**src/rtl/dm_access_ctrl.sv**
```systemverilog
// Load/store access controller for the dm_4k word memory.
// Sub-word stores are done as read-modify-write because dm_4k has no byte enables.
//
// state | meaning
// IDLE  | ready for a new access, req_ready=1
// RD    | word read from dm_4k; dout captured on the closing edge
// WR    | single-cycle write of the full or merged word (dm_we=1)
// RESP  | response held until resp_ready
module dm_access_ctrl #(
  parameter int          DM_AW     = 10,
  parameter logic [31:0] BASE_ADDR = 32'h0000_0000
) (
  input  logic             clk,
  input  logic             rst,
  input  logic             req_valid,
  output logic             req_ready,
  input  logic             req_we,
  input  logic [1:0]       req_size,
  input  logic             req_unsigned,
  input  logic [31:0]      req_addr,
  input  logic [31:0]      req_wdata,
  output logic             resp_valid,
  input  logic             resp_ready,
  output logic [31:0]      resp_rdata,
  output logic             resp_err,
  output logic [DM_AW-1:0] dm_addr,
  output logic [31:0]      dm_din,
  output logic             dm_we,
  input  logic [31:0]      dm_dout
);

  typedef enum logic [1:0] {IDLE, RD, WR, RESP} state_t;

  localparam logic [1:0] SZ_BYTE = 2'b00;
  localparam logic [1:0] SZ_HALF = 2'b01;
  localparam logic [1:0] SZ_WORD = 2'b10;

  state_t      state;
  logic [1:0]  lane_q;
  logic [1:0]  size_q;
  logic        we_q;
  logic        uns_q;
  logic [15:0] wdata_q;
  logic        we_r;
  logic        acc_err;

  function automatic logic [31:0] load_ext(input logic [31:0] w, input logic [1:0] lane,
                                           input logic [1:0] size, input logic uns);
    logic [7:0]  b;
    logic [15:0] h;
    logic [31:0] r;
    case (lane)
      2'd0:    b = w[7:0];
      2'd1:    b = w[15:8];
      2'd2:    b = w[23:16];
      default: b = w[31:24];
    endcase
    h = lane[1] ? w[31:16] : w[15:0];
    case (size)
      SZ_BYTE: r = uns ? {24'h0, b} : {{24{b[7]}}, b};
      SZ_HALF: r = uns ? {16'h0, h} : {{16{h[15]}}, h};
      default: r = w;
    endcase
    return r;
  endfunction

  function automatic logic [31:0] merge(input logic [31:0] w, input logic [15:0] d,
                                        input logic [1:0] lane, input logic [1:0] size);
    logic [31:0] r;
    r = w;
    if (size == SZ_BYTE) begin
      case (lane)
        2'd0:    r[7:0]   = d[7:0];
        2'd1:    r[15:8]  = d[7:0];
        2'd2:    r[23:16] = d[7:0];
        default: r[31:24] = d[7:0];
      endcase
    end else if (lane[1]) begin
      r[31:16] = d;
    end else begin
      r[15:0] = d;
    end
    return r;
  endfunction

  always_comb begin
    acc_err = 1'b0;
    if (req_size == 2'b11)                               acc_err = 1'b1;
    if (req_size == SZ_HALF && req_addr[0] != 1'b0)      acc_err = 1'b1;
    if (req_size == SZ_WORD && req_addr[1:0] != 2'b00)   acc_err = 1'b1;
    if (req_addr[31:DM_AW+2] != BASE_ADDR[31:DM_AW+2])   acc_err = 1'b1;
  end

  always_ff @(posedge clk) begin
    if (rst) begin
      state      <= IDLE;
      req_ready  <= 1'b1;
      resp_valid <= 1'b0;
      resp_rdata <= '0;
      resp_err   <= 1'b0;
      dm_addr    <= '0;
      dm_din     <= '0;
      we_r       <= 1'b0;
      lane_q     <= '0;
      size_q     <= '0;
      we_q       <= 1'b0;
      uns_q      <= 1'b0;
      wdata_q    <= '0;
    end else begin
      case (state)
        IDLE: begin
          if (req_valid) begin
            lane_q     <= req_addr[1:0];
            size_q     <= req_size;
            we_q       <= req_we;
            uns_q      <= req_unsigned;
            wdata_q    <= req_wdata[15:0];
            dm_addr    <= req_addr[DM_AW+1:2];
            req_ready  <= 1'b0;
            resp_rdata <= '0;
            if (acc_err) begin
              resp_err   <= 1'b1;
              resp_valid <= 1'b1;
              state      <= RESP;
            end else if (req_we && req_size == SZ_WORD) begin
              resp_err <= 1'b0;
              dm_din   <= req_wdata;
              we_r     <= 1'b1;
              state    <= WR;
            end else begin
              resp_err <= 1'b0;
              state    <= RD;
            end
          end
        end
        RD: begin
          // dm_addr has been stable since accept, so dm_dout is valid here
          if (we_q) begin
            dm_din <= merge(dm_dout, wdata_q, lane_q, size_q);
            we_r   <= 1'b1;
            state  <= WR;
          end else begin
            resp_rdata <= load_ext(dm_dout, lane_q, size_q, uns_q);
            resp_valid <= 1'b1;
            state      <= RESP;
          end
        end
        WR: begin
          we_r       <= 1'b0;
          resp_valid <= 1'b1;
          state      <= RESP;
        end
        RESP: begin
          if (resp_ready) begin
            resp_valid <= 1'b0;
            resp_err   <= 1'b0;
            resp_rdata <= '0;
            req_ready  <= 1'b1;
            state      <= IDLE;
          end
        end
        default: state <= IDLE;
      endcase
    end
  end

  // Gating by rst keeps a reset edge that lands in WR from writing memory
  assign dm_we = we_r & ~rst;

endmodule

```
**config.mk**
```make
export PLATFORM = sky130hd
export DESIGN_NAME = dm_access_ctrl
export DESIGN_NICKNAME = d
export VERILOG_FILES = /design/src/rtl/dm_access_ctrl.sv
export SDC_FILE = /design/constraint.sdc
export NUM_CORES = 1
export LEC_CHECK = 0
export CORE_ASPECT_RATIO = 0.75
export CORE_MARGIN = 3
export CORE_UTILIZATION = 46
export DETAILED_ROUTE_END_ITERATION = 12
export PLACE_DENSITY_LB_ADDON = 0.25
export RECOVER_POWER = 50
export REMOVE_ABC_BUFFERS = 1
export SLEW_MARGIN = 20
export SYNTH_ARGS = -nofsm -noshare
export SYNTH_HDL_FRONTEND = slang
export SYNTH_SLANG_ARGS = --single-unit
```
**constraint.sdc**
```tcl
create_clock -name clk -period 3.5 [get_ports clk]
set_clock_uncertainty 0.2 [all_clocks]
set_input_delay 0.35 -clock clk [delete_from_list [all_inputs] [get_ports clk]]
set_output_delay 0.35 -clock clk [all_outputs]
set_load 0.03 [all_outputs]
```
==> run_results.csv <==
group,metric,value,unit
global_route,grt_pass1_wl,26970,um
cells_and_area,regArea,2043,um2
die,ios,182,
power,power.density,603.0,nW/um2
cells_and_area,multi_input_area,3018,um2
clocking,cts.htree.levels,3,
place,dpl.hpwl,12340,um
cells_and_area,antennaDiodeCount,0,
yosys,synth_compound_area_frac,0.2672,
detailed_routing,drc_errors,0,
worst_setup_path,cp-start-kind,"flop",
yosys,ys_warn_count,0,
clocking,cts_buffers,9,
timing,maxSlewViolCount,33,
run,maxCapViolCount,1,
power,power_frac_clock,0.259,
power,p_int,2770,uW
cells_and_area,finalInstanceArea,7512,um2
worst_setup_path,reg2reg_to,"resp_rdata[16]",
global_route,antenna_found_initial,0,
worst_setup_path,cp_slowest_cell,"nor4_4",
min_path,min_from,"rst",
detailed_routing,drt-pass1-iter-count,7,
worst_setup_path,r2r-start,"state[0]",
timing,whs,160.7,ps
yosys,synth-xor-area-share,0,
clocking,cts.sinks,102,
worst_setup_path,worstPathRequired,3590,ps
yosys,netlist_area,5324,um2
timing,tightestPinTransition,1728,ps
cells_and_area,final_layout_size_suffix_gt1_frac,0.09252,
clocking,clk-insertion-delay-late,340,ps
worst_setup_path,critPathKind,"flop to flop",
global_route,grt_pass1_vias,5309,
cells_and_area,final_cells,929,
place,placed_area,7173,um2
place,gp_congestion,0.8624,
detailed_routing,ant_nets,0,
die,start_util,0.4793,
power,combPwrFrac,0.414,
cells_and_area,area_growth,41.10,%
power,pwr-share-seq,0.328,
timing,timing.final.crit_period,2960,ps
timing,setup_viol,0,
worst_setup_path,cp_top_family,"simple AND/OR/NAND/NOR gates",
min_path,worstHoldPathType,"input port to flop",
timing,hold_viol_final,0,
yosys,synth_cell_types,50,
min_path,hold_depth,2,
power,power,4530,uW
yosys,ys_async_sr_fraction,0,
yosys,synthFlopType,"dfxtp_1",
worst_setup_path,worstRegToRegCells,6,
min_path,holdPathEnd,"lane_q[0]",
die,rows,33,
power,p_sw_frac,0.3886,
die,core_area,11110,um2
worst_setup_path,worstPathCellList,"inv_1 -> ha_1 -> nor2b_1 -> or4_4 -> nor4_4 -> a22o_1",
yosys,synth_area_per_cell,8.397,um2
yosys,yosys-top-cells-count,"dfxtp_1 (102), nand2_1 (97), a21oi_1 (81)",
place,io_buffers,181,
detailed_routing,wl_per_cell,18.40,um
yosys,ys_seq_area_frac,0.3835,
yosys,synth_adder_area_share,0.009401,
global_route,grt_use_total,0.2618,
worst_setup_path,critPathMaxFanout,25,
die,chipHeight,99.17,um
yosys,syn_inst,634,
power,ir_drop,0.3137,mV
clocking,tritoncts,"yes",
global_route,grt_overflow,0,
worst_setup_path,path_buf_inv,1,
yosys,synth_seq_cells,102,
yosys,synth.top_cell.area_share,0.3835,
yosys,synth_top_cell_by_area,"dfxtp_1",
timing,fin_crit_sh,0.8456,
power,power.switching,1760,uW
clocking,cts_root_buf,"clkbuf_16",
clocking,cts_resized,0,
yosys,synthMuxAreaShare,0.1175,
detailed_routing,num_vias,5465,
worst_setup_path,cp_slowest_stage_delay,800,ps
status,status,"finished, violations left",
cells_and_area,nets,892,
yosys,synth_top_family_by_area,"compound AO/OA/AOI/OAI gates",
yosys,synth_most_common_cell,"dfxtp_1",
power,leakagePower,0.003004,uW
detailed_routing,via_per_inst,5.883,
die,die_w,130.2,um
status,violations,"capacitance limit, slew limit",
die,die_area,12910,um2
clocking,clock_path_buffers,2,
timing,rsz0062_at_grt,"no",
clocking,cts_setup_buffers,0,
cells_and_area,final.fill_count,896,
clocking,clkTransAtPathRegs,70,ps
place,placed_cells,913,
detailed_routing,routed_wl,17090,um
cells_and_area,post-route-util,0.6764,
yosys,synth-simple-area-share,0.1709,
worst_setup_path,endpoint_kind,"flop",
clocking,cts_hold_buf,0,
timing,fmax,337.9,MHz
worst_setup_path,worst-r2r-setup-slack,540,ps
yosys,synth-edff-count,0,
detailed_routing,drt_iter0_markers,373,
yosys,synth_area_leaders,"dfxtp_1 (38%), a21oi_1 (7.6%), mux2i_1 (7.5%)",
global_route,grt_max_degree,42,
worst_setup_path,crit_arrival,3050,ps
timing,slew_headroom,-0.1521,
per-stage QoR:
step	setup TNS [ps]	setup WS [ps]
floorplan	-4655	-290.9
global placement	0	590.1
detailed placement	0	506.9
CTS	0	544.0
global route	0	401.5
finish	0	540.2
how the worst max path moves through the flow:
stage	startpoint	endpoint	slack [ps]	cells after the start
final	state[0]	resp_rdata[16]	540	6
after global routing	state[0]	size_q[1]	400	6
after CTS	state[1]	dm_din[17]	540	8
after detailed placement	req_size[0]	dm_din[17]	510	6
after global placement	req_size[0]	dm_din[6]	590	6
after floorplan	state[1]	dm_din[10]	-290	7
registers in the layout, indices dropped and copies added (netlist names):
register,count
dm_din,32
resp_rdata,32
wdata_q,16
dm_addr,10
lane_q,2
size_q,2
state,2
req_ready,1
resp_err,1
resp_valid,1
uns_q,1
we_q,1
we_r,1
cell usage in the layout, fill, tap and decap left out, types with 2 or more instances in the layout:
master,n
clkdlybuf4s50_1,102
dfxtp_1,101
nand2_1,97
a21oi_1,81
dlygate4sd3_1,78
nor2_1,41
mux2i_1,40
o21ai_0,26
a211oi_1,24
nand2b_1,22
mux2_2,18
a22o_1,16
a2111oi_0,16
a31o_2,16
buf_4,12
o211ai_1,9
clkbuf_16,9
nand3b_1,8
a221oi_1,7
a21o_1,7
nor2b_1,6
inv_1,5
nor4_1,5
ha_1,4
bufinv_16,3
clkinv_1,2
and2_0,2
nor3_1,2
clkbuf_1,2
routing by layer:
metal / vias up / wire (um) / track usage
met5: - / 0 / 0
met3: 26 / 1618 / 0.07783
li1: 2592 / - / -
met2: 272 / 7582 / 0.4046
met4: 0 / 334 / 0.07268
met1: 2575 / 7557 / 0.3573
kinds of logic after synthesis:
group,after synthesis
flip-flops,102
AO/OA/AOI/OAI,213
AND/OR/NAND/NOR,194
multiplexers,59
adder cells (fa/ha/maj),4
buffers and inverters,62
area by class of cell:
class	instances	share of cell area
multi-input combinational	470	0.4017
sequential	102	0.2720
timing repair buffer	194	0.2530
clock buffer	11	0.03231
tap	140	0.02332
clock inverter	5	0.01416
inverter	7	0.003498
power groups by stage:
stage / registers [uW] / logic (uW) / clock network (uW)
after floorplan: 1690 / 963 / 0
after global placement: 1500 / 1850 / 0
after detailed placement: 1510 / 1890 / 0
after CTS: 1490 / 1900 / 1190
after global routing: 1500 / 2030 / 1230
final: 1480 / 1870 / 1170
Power figures use the tool's default switching activity.
